$ cat config.mk
export PLATFORM = sky130hd
export DESIGN_NAME = reg_wb_ctrl
export DESIGN_NICKNAME = d
export VERILOG_FILES = /design/src/rtl/reg_wb_pkg.sv /design/src/rtl/wb_fifo.sv /design/src/rtl/reg_wb_ctrl.sv
export SDC_FILE = /design/constraint.sdc
export NUM_CORES = 1
export LEC_CHECK = 0
export ABC_AREA = 0
export ABC_CLOCK_PERIOD_IN_PS = 3300
export BUFFER_PORTS_ARGS = -buffer_cell sky130_fd_sc_hd__clkbuf_2
export CAP_MARGIN = 20
export CORE_UTILIZATION = 49
export DETAILED_ROUTE_END_ITERATION = 6
export PLACE_DENSITY = 0.75
export SLEW_MARGIN = 15
export SYNTH_ARGS = -nofsm -noshare
export SYNTH_HDL_FRONTEND = slang
export SYNTH_SLANG_ARGS = --single-unit
$ cat constraint.sdc
create_clock -name clk -period 3.3 [get_ports clk]
set_input_delay 0.33 -clock clk [delete_from_list [all_inputs] [get_ports clk]]
set_output_delay 0.33 -clock clk [all_outputs]
set_load 0.05 [all_outputs]
$ cat src/rtl/reg_wb_pkg.sv
// Shared constants and entry type for the register-file writeback controller.
package reg_wb_pkg;

    localparam int unsigned DATA_W = 32;
    localparam int unsigned ADDR_W = 5;

    localparam logic [ADDR_W-1:0] REG_ZERO = 5'd0;

    typedef struct packed {
        logic [ADDR_W-1:0] rd;
        logic [DATA_W-1:0] data;
    } wb_entry_t;

endpackage

$ cat src/rtl/wb_fifo.sv
// Circular buffer of pending register writes: two pushes per edge (a older than b), one pop,
// and the occupied entries exported oldest-first for the bypass search.
module wb_fifo
    import reg_wb_pkg::*;
#(
    parameter int unsigned DEPTH = 4
) (
    input  logic                      clk,
    input  logic                      rst_n,
    input  logic                      push_a,
    input  wb_entry_t                 entry_a,
    input  logic                      push_b,
    input  wb_entry_t                 entry_b,
    input  logic                      pop,
    output wb_entry_t                 head,
    output logic [$clog2(DEPTH):0]    count,
    output wb_entry_t [DEPTH-1:0]     by_age
);

    localparam int unsigned PW = $clog2(DEPTH);

    wb_entry_t [DEPTH-1:0] mem_q;
    logic [PW-1:0]         wr_ptr_q, wr_ptr_d, wr_ptr_b, rd_ptr_q, rd_ptr_d;
    logic [PW:0]           count_q, count_d;

    always_comb begin
        wr_ptr_b = wr_ptr_q + PW'(push_a);
        wr_ptr_d = wr_ptr_b + PW'(push_b);
        rd_ptr_d = rd_ptr_q + PW'(pop);
        count_d  = count_q + (PW+1)'(push_a) + (PW+1)'(push_b) - (PW+1)'(pop);
    end

    // Power-of-two depth lets the pointers wrap by plain overflow.
    always_ff @(posedge clk or negedge rst_n) begin
        if (!rst_n) begin
            mem_q    <= '0;
            wr_ptr_q <= '0;
            rd_ptr_q <= '0;
            count_q  <= '0;
        end else begin
            if (push_a) mem_q[wr_ptr_q] <= entry_a;
            if (push_b) mem_q[wr_ptr_b] <= entry_b;
            wr_ptr_q <= wr_ptr_d;
            rd_ptr_q <= rd_ptr_d;
            count_q  <= count_d;
        end
    end

    always_comb begin
        for (int unsigned i = 0; i < DEPTH; i++) begin
            by_age[i] = mem_q[rd_ptr_q + PW'(i)];
        end
    end

    assign head  = mem_q[rd_ptr_q];
    assign count = count_q;

endmodule

$ cat src/rtl/reg_wb_ctrl.sv
// Register-file write-side initiator: arbitrates ALU/load writebacks into a pending buffer,
// drains one write per cycle and corrects read operands. Optional macro: REG_WB_BYPASS_EN.
module reg_wb_ctrl
    import reg_wb_pkg::*;
#(
    parameter int unsigned DEPTH = 4
) (
    input  logic                   clk,
    input  logic                   rst_n,
    input  logic                   alu_valid,
    output logic                   alu_ready,
    input  logic [ADDR_W-1:0]      alu_rd,
    input  logic [DATA_W-1:0]      alu_data,
    input  logic                   ld_valid,
    output logic                   ld_ready,
    input  logic [ADDR_W-1:0]      ld_rd,
    input  logic [DATA_W-1:0]      ld_data,
    output logic                   write_enable,
    output logic [ADDR_W-1:0]      write_reg,
    output logic [DATA_W-1:0]      data_in,
    input  logic [ADDR_W-1:0]      read_reg1,
    input  logic [ADDR_W-1:0]      read_reg2,
    input  logic [DATA_W-1:0]      rf_rd1,
    input  logic [DATA_W-1:0]      rf_rd2,
    output logic [DATA_W-1:0]      op_rd1,
    output logic [DATA_W-1:0]      op_rd2,
    output logic                   hazard1,
    output logic                   hazard2,
    output logic [$clog2(DEPTH):0] pend_cnt
);

    localparam int unsigned        CW      = $clog2(DEPTH) + 1;
    localparam logic [CW-1:0]      DEPTH_C = CW'(DEPTH);

    wb_entry_t             head;
    wb_entry_t [DEPTH-1:0] by_age;
    logic [CW-1:0]         free_cnt;
    logic                  push_alu, push_ld;
    logic                  hit1, hit2;

    // The head popped this edge frees its slot for a push on the same edge.
    assign free_cnt  = DEPTH_C - pend_cnt + CW'(write_enable);
    assign ld_ready  = (free_cnt != '0);
    assign alu_ready = (free_cnt >= CW'(2));

    assign push_alu = alu_valid && alu_ready && (alu_rd != REG_ZERO);
    assign push_ld  = ld_valid && ld_ready && (ld_rd != REG_ZERO);

    wb_fifo #(
        .DEPTH (DEPTH)
    ) u_fifo (
        .clk     (clk),
        .rst_n   (rst_n),
        .push_a  (push_alu),
        .entry_a ('{rd: alu_rd, data: alu_data}),
        .push_b  (push_ld),
        .entry_b ('{rd: ld_rd, data: ld_data}),
        .pop     (write_enable),
        .head    (head),
        .count   (pend_cnt),
        .by_age  (by_age)
    );

    assign write_enable = (pend_cnt != '0);
    assign write_reg    = write_enable ? head.rd : REG_ZERO;
    assign data_in      = write_enable ? head.data : '0;

`ifdef REG_WB_BYPASS_EN
    logic [DATA_W-1:0] byp1, byp2;

    // Oldest-first scan: a later (younger) match overrides an earlier one.
    always_comb begin
        hit1 = 1'b0;
        hit2 = 1'b0;
        byp1 = '0;
        byp2 = '0;
        for (int unsigned i = 0; i < DEPTH; i++) begin
            if (CW'(i) < pend_cnt) begin
                if (by_age[i].rd == read_reg1) begin
                    hit1 = 1'b1;
                    byp1 = by_age[i].data;
                end
                if (by_age[i].rd == read_reg2) begin
                    hit2 = 1'b1;
                    byp2 = by_age[i].data;
                end
            end
        end
    end

    assign op_rd1  = (read_reg1 == REG_ZERO) ? '0 : (hit1 ? byp1 : rf_rd1);
    assign op_rd2  = (read_reg2 == REG_ZERO) ? '0 : (hit2 ? byp2 : rf_rd2);
    assign hazard1 = 1'b0;
    assign hazard2 = 1'b0;
`else
    logic unused_data;

    always_comb begin
        hit1 = 1'b0;
        hit2 = 1'b0;
        for (int unsigned i = 0; i < DEPTH; i++) begin
            if (CW'(i) < pend_cnt) begin
                if (by_age[i].rd == read_reg1) hit1 = 1'b1;
                if (by_age[i].rd == read_reg2) hit2 = 1'b1;
            end
        end
    end

    // Without bypass only the rd fields are searched; decode stalls on a hit.
    assign unused_data = ^by_age;
    assign op_rd1      = (read_reg1 == REG_ZERO) ? '0 : rf_rd1;
    assign op_rd2      = (read_reg2 == REG_ZERO) ? '0 : rf_rd2;
    assign hazard1     = hit1 && (read_reg1 != REG_ZERO);
    assign hazard2     = hit2 && (read_reg2 != REG_ZERO);
`endif

endmodule
---- After elaboration in Yosys (flattened, before gate mapping) ----
Index checks and enable logic that the tools add are counted.
word-level totals
  flip-flop bits (word level) ............. 155
  output and inout port bits .............. 109
operators by class
  add/subtract/negate cells ............... 11
  order comparisons ....................... 13
  equal/unequal tests ..................... 8
  mux-type cells .......................... 36
  reduce and logical (&&, ||, !) cells .... 16
operator list
  cell                                                                                  number
  37-bit binary-select mux with 2-bit select                                            4
  148-bit bitwise mux                                                                   2
  148-bit 2-to-1 mux                                                                    2
  37-bit 2-to-1 mux                                                                     6
  37-bit demux with 2-bit select                                                        2
  32-bit 2-to-1 mux                                                                     3
  5-bit equality test                                                                   8
  5-bit nonzero test                                                                    4
  2-bit by 3-bit less-than comparator with 1-bit output (second input constant)         6
  1-bit 2-to-1 mux                                                                      16
  5-bit logical NOT                                                                     2
  3-bit by 1-bit adder with 3-bit output                                                3
  1-bit logical AND                                                                     8
  2-bit by 1-bit adder with 2-bit output                                                3
  1-bit by 3-bit less-than comparator with 1-bit output (first input constant)          2
  2-bit by 3-bit less-than comparator with 1-bit output (first input constant)          2
  3-bit nonzero test                                                                    2
  5-bit 2-to-1 mux                                                                      1
  2-bit adder (second input constant)                                                   2
  2-bit by 1-bit greater-or-equal comparator with 1-bit output (second input constant)  2
  3-bit by 2-bit greater-or-equal comparator with 1-bit output (second input constant)  1
  3-bit by 1-bit subtractor with 3-bit output                                           1
  3-bit subtractor (first input constant)                                               1
  2-bit by 1-bit adder with 2-bit output (second input constant)                        1

---- Longest topological paths before layout ----
  depth after elaboration ................. 12
  mapped depth ............................ 16
  gate-level depth less buffers ........... 13

---- By module ----
Synthesis repeated with hierarchy kept, for this count alone.
unflattened totals
  cells, all modules ...................... 1273
  area, all modules ....................... 12418.2 um2
by module, submodules not included
  module       instances  cells an instance  area each (um2)  sequential area each (um2)
  wb_fifo      1          1073               11053.1          3878.7
  reg_wb_ctrl  1          200                1365.1           0.0

---- Worst setup path before layout ----
OpenSTA, ideal clock, no wires.
  path type ............................... register to register
  start point ............................. reg u_fifo.count_q[2], in the netlist u_fifo.count[2]
  end point ............................... reg u_fifo.mem_q[17] (netlist bit)
  setup time .............................. 0.083 ns
  data arrival time ....................... 3.683 ns
  required time ........................... 3.217 ns
  slack ................................... -0.465 ns
  cell stages (with the launch flop) ...... 16
  path buffers ............................ 3
  period minus slack after synthesis ...... 3.765 ns
  cell sequence ........................... dfrtp_1 -> nor3_1 -> clkbuf_1 -> ha_1 -> inv_1 -> ha_1 -> xor2_1 -> nor2_1 -> nand3b_1 -> inv_1 -> ha_1 -> nor3_1 -> buf_2 -> clkbuf_1 -> nand2_1 -> o21ai_0
between the ends
  longest elaborated chain between the ends .. 12
  elaborated cells on any way between the ends .. 18
  those cells by class .................... add/sub (3); order compare (3); mux (5); reduce/logical (7)
ends and longest elaborated chain
  item                                                                                                                                                         RTL line                              text
  start: declaration                                                                                                                                           wb_fifo.sv:24                         logic [PW:0] count_q, count_d;
  start signal: assignment                                                                                                                                     wb_fifo.sv:45                         count_q <= count_d;
  3-bit subtractor or 3-bit nonzero test (tied branches)                                                                                                       reg_wb_ctrl.sv:42, reg_wb_ctrl.sv:64
  3-bit by 1-bit adder with 3-bit output (*)                                                                                                                   reg_wb_ctrl.sv:42                     assign free_cnt = DEPTH_C - pend_cnt + CW'(write_enable);
  3-bit by 2-bit greater-or-equal comparator with 1-bit output                                                                                                 reg_wb_ctrl.sv:44                     assign alu_ready = (free_cnt >= CW'(2));
  1-bit logical AND (2 in a row)                                                                                                                               reg_wb_ctrl.sv:46                     assign push_alu = alu_valid && alu_ready && (alu_rd != REG_ZERO);
  2-bit by 1-bit adder with 2-bit output                                                                                                                       wb_fifo.sv:27                         wr_ptr_b = wr_ptr_q + PW'(push_a);
  2-bit by 3-bit less-than comparator with 1-bit output (not written as such) or 2-bit by 1-bit greater-or-equal comparator with 1-bit output (tied branches)  wb_fifo.sv:42                         if (push_b) mem_q[wr_ptr_b] <= entry_b;
  1-bit logical AND (not written as such)                                                                                                                      wb_fifo.sv:42
  37-bit 2-to-1 mux (not written as such)                                                                                                                      wb_fifo.sv:42
  37-bit demux with 2-bit select                                                                                                                               n/a
  148-bit bitwise mux                                                                                                                                          wb_fifo.sv:42
  148-bit 2-to-1 mux (*)                                                                                                                                       wb_fifo.sv:42
  end signal: indexed assignment                                                                                                                               wb_fifo.sv:41                         if (push_a) mem_q[wr_ptr_q] <= entry_a;
  end signal: indexed assignment                                                                                                                               wb_fifo.sv:42
  end: declaration                                                                                                                                             wb_fifo.sv:22                         wb_entry_t [DEPTH-1:0] mem_q;
Every way passes the cells marked *; elsewhere a longest branch is shown, timed or not.

---- Final worst setup path ----
  start point ............................. reg u_fifo.count_q[1], in the netlist u_fifo.count[1]
  end point ............................... reg u_fifo.mem_q[138] (netlist bit)
Same word-level chain as after synthesis.

==> reports/summary.txt <==
row cnt = 51
post-synthesis cell type count = 40
IO Pins = 261
area post-placement = 0.0114 mm²
final core utilization = 0.616
largest net degree at the start of global routing = 74
layout cell share with drive strength beyond 1 = 0.314
Clock Root Buffer = clkbuf_16
Post-synth top cells = mux2i_1 (177), nand2_1 (156), dfrtp_1 (155), o21ai_0 (128), nor2b_1 (96)
Max Cap Viol = 0
Tot Pwr = 0.0145 W
Period minus WS final = 3.12 ns
Reg clk slew, reported paths = 0.07 ns
fin crit share = 0.945
H-tree Lvls = 4
Main synth FF type = dfrtp_1
initial antenna violation count = 1
WS Path Type = register to register
RR Startpoint = u_fifo.count[1]
Avg Cell Area, Syn = 10.1 µm²
crit path max fanout = 56
starting density of the core = 0.504
antenna cells = 0
GRT Util Overall = 0.268
Mapped Nets = 1141
Max rail drop VDD = 0.000799 V
clock tree sinks = 155
Async SR Flop Fraction = 1.00
design area = 0.0121 mm²
vias per inst = 5.42
Pleak = 5.45 nW
WL per Instance = 18.2 µm
CORE AREA = 0.0196 mm²
endpoints failing setup = 0
power density cells = 1200 mW/mm²
Final Skew = 0.0101 ns
first-pass GRT wire length = 41800 µm
remaining global-route overflow = 0
DRT Pass-1 Iters = 5
final WL = 27100 µm
post-synth top area cell = dfrtp_1
fin. max-slew vios = 0
number of enable flip-flop cells after synthesis = 0
dominant cells by area after synthesis = dfrtp_1 (39%), mux2i_1 (18%), mux4_2 (8.0%), o21ai_0 (6.5%), nor2b_1 (6.1%)
worst hold path startpoint = ld_data[9]
slew margin rel. = 0.517
Mapped Area = 0.00987 mm²
CP Launch Type = register
vias in the first global route = 7913
Peak Freq = 321 MHz
Synth Warn # = 0
slew at the pin closest to its max-slew limit = 0.725 ns
post-route setup TNS = 0 ns
port bufs = 260
critical path endpoint category = register
Required @ worst endpoint = 3.58 ns
CTS tree = yes
count of final hold-check violations = 0
sequential fraction of the synthesis area = 0.393
Critical Path Start = u_fifo.count[1]
# DRC = 0
status = completed
GP Congestion = 0.967
Hold Slack = 0.169 ns
Bufs on Longest Clock Path = 2
Yosys reg bits = 155
DR iter-0 viols = 494
die width = 144 µm
dpl hpwl = 18900 µm
worst-skew pair later-pin latency = 0.42 ns
via count = 8047
top-area cell type share of the netlist area = 0.393
Die Y = 144 µm
most frequent cell after synthesis = mux2i_1
Post-Synthesis Cells = 979
Hold Crit Class = primary input to register
nets = 1369
Die ar. = 0.0207 mm²
TritonCTS Buffers = 17
area grow syn2layout = 22.4%
ANT nets after route = 0
Arr. time, crit path = 3.40 ns
==> what timing repair did <==
| item | 4_1_cts | 5_1_grt |
|---|---|---|
| setup buffers | 0 | 1 |
| gates resized for setup | 0 | 4 |
| endpoints found under the setup margin | 0 | 49 |
| endpoints found under the hold margin | 71 | 0 |
| hold buffers | 1 | 0 |
==> worst paths after layout <==
kind,endpoint,slack [ns],depth (start not counted)
setup / recovery,u_fifo.mem_q[138],0.18,13
hold / removal,u_fifo.mem_q[83],0.17,3
setup reg to reg,u_fifo.mem_q[138],0.18,13
hold reg to reg,u_fifo.mem_q[99],0.55,2
max in group asynchronous,u_fifo.rd_ptr_q[1],1.93,3
min in group asynchronous,u_fifo.mem_q[96],0.50,2
==> registers in the layout, indices dropped and copies added (netlist names) <==
signal / flops
u_fifo.count: 3
u_fifo.wr_ptr_q: 2
u_fifo.mem_q: 148
u_fifo.rd_ptr_q: 2
==> critical path, cell delays in order (launching register included) <==
cell and delay [ns]:
dfrtp_2 0.44, nor3_4 0.20, ha_1 0.16, inv_1 0.04, ha_1 0.18, xor2_1 0.17, nor2_1 0.19, nand3b_1 0.27
inv_1 0.14, ha_1 0.26, xor2_1 0.24, and3_2 0.26, buf_12 0.25, o21ai_0 0.15
==> cell families (layout without fill, tap and decap cells) <==
kind of cell / Yosys count / after routing / synth area share
buffers and inverters: 91 / 332 / 0.0506
adders and majority gates: 10 / 10 / 0.0142
AOI/OAI and AO/OA: 161 / 161 / 0.0847
and+or+nand+nor: 294 / 294 / 0.145
xor gates and xnor gates: 50 / 50 / 0.0444
muxes: 218 / 218 / 0.268
DFF: 155 / 155 / 0.393
==> cells in the final DEF, fill, tap and decap left out, drive strengths merged <==
cell,count
clkbuf,276
mux2i,179
nand2,156
dfrtp,155
o21ai,149
nor2b,96
mux4,36
xnor2,31
buf,29
xor2,19
inv,17
nor3,9
ha,8
nand3,7
nand4,6
nor2,6
a21oi,6
bufinv,4
or4,3
mux2,3
and2,3
and3,3
clkinv,3
a31oi,2
o32a,2
nor3b,2
fa,2
clkinvlp,2
a211oi,2
or3,1
nor4,1
nand3b,1
dlygate4sd3,1
==> power breakdown <==
part	total (W)	switching (W)	internal, W
clock network	0.00211	0.000826	0.00128
registers	0.00359	0.000672	0.00292
logic	0.00881	0.00551	0.00329
==> area by class of cell <==
type                       instances  area (µm²)
clock buffer                      17         425
clock inverter                    15         213
fill                            1652        7520
inverter                          11        41.3
multi-input combinational        733        5550
sequential                       155        3890
tap                              265         332
timing repair buffer             289        1630
==> through the flow <==
| step | cells | worst slack [ns] |
|---|---|---|
| 3_5_place_dp | 1451 | 0.172 |
| 5_1_grt | 1485 | -0.0394 |
| 6_report | 1485 | 0.182 |
| 3_3_place_gp | 1451 | 0.334 |
| 4_1_cts | 1484 | 0.0501 |
| 2_1_floorplan | 979 | 0.00213 |
==> metal layers <==
metal / GRT usage / vias to the layer above / share of wire
met1: 0.347 / 3839 / 0.42
met3: 0.0487 / 33 / 0.069
met4: 0.0851 / 0 / 0.018
met5: 0 / - / 0
li1: - / 3859 / -
met2: 0.453 / 316 / 0.50
Power figures use the tool's default switching activity.
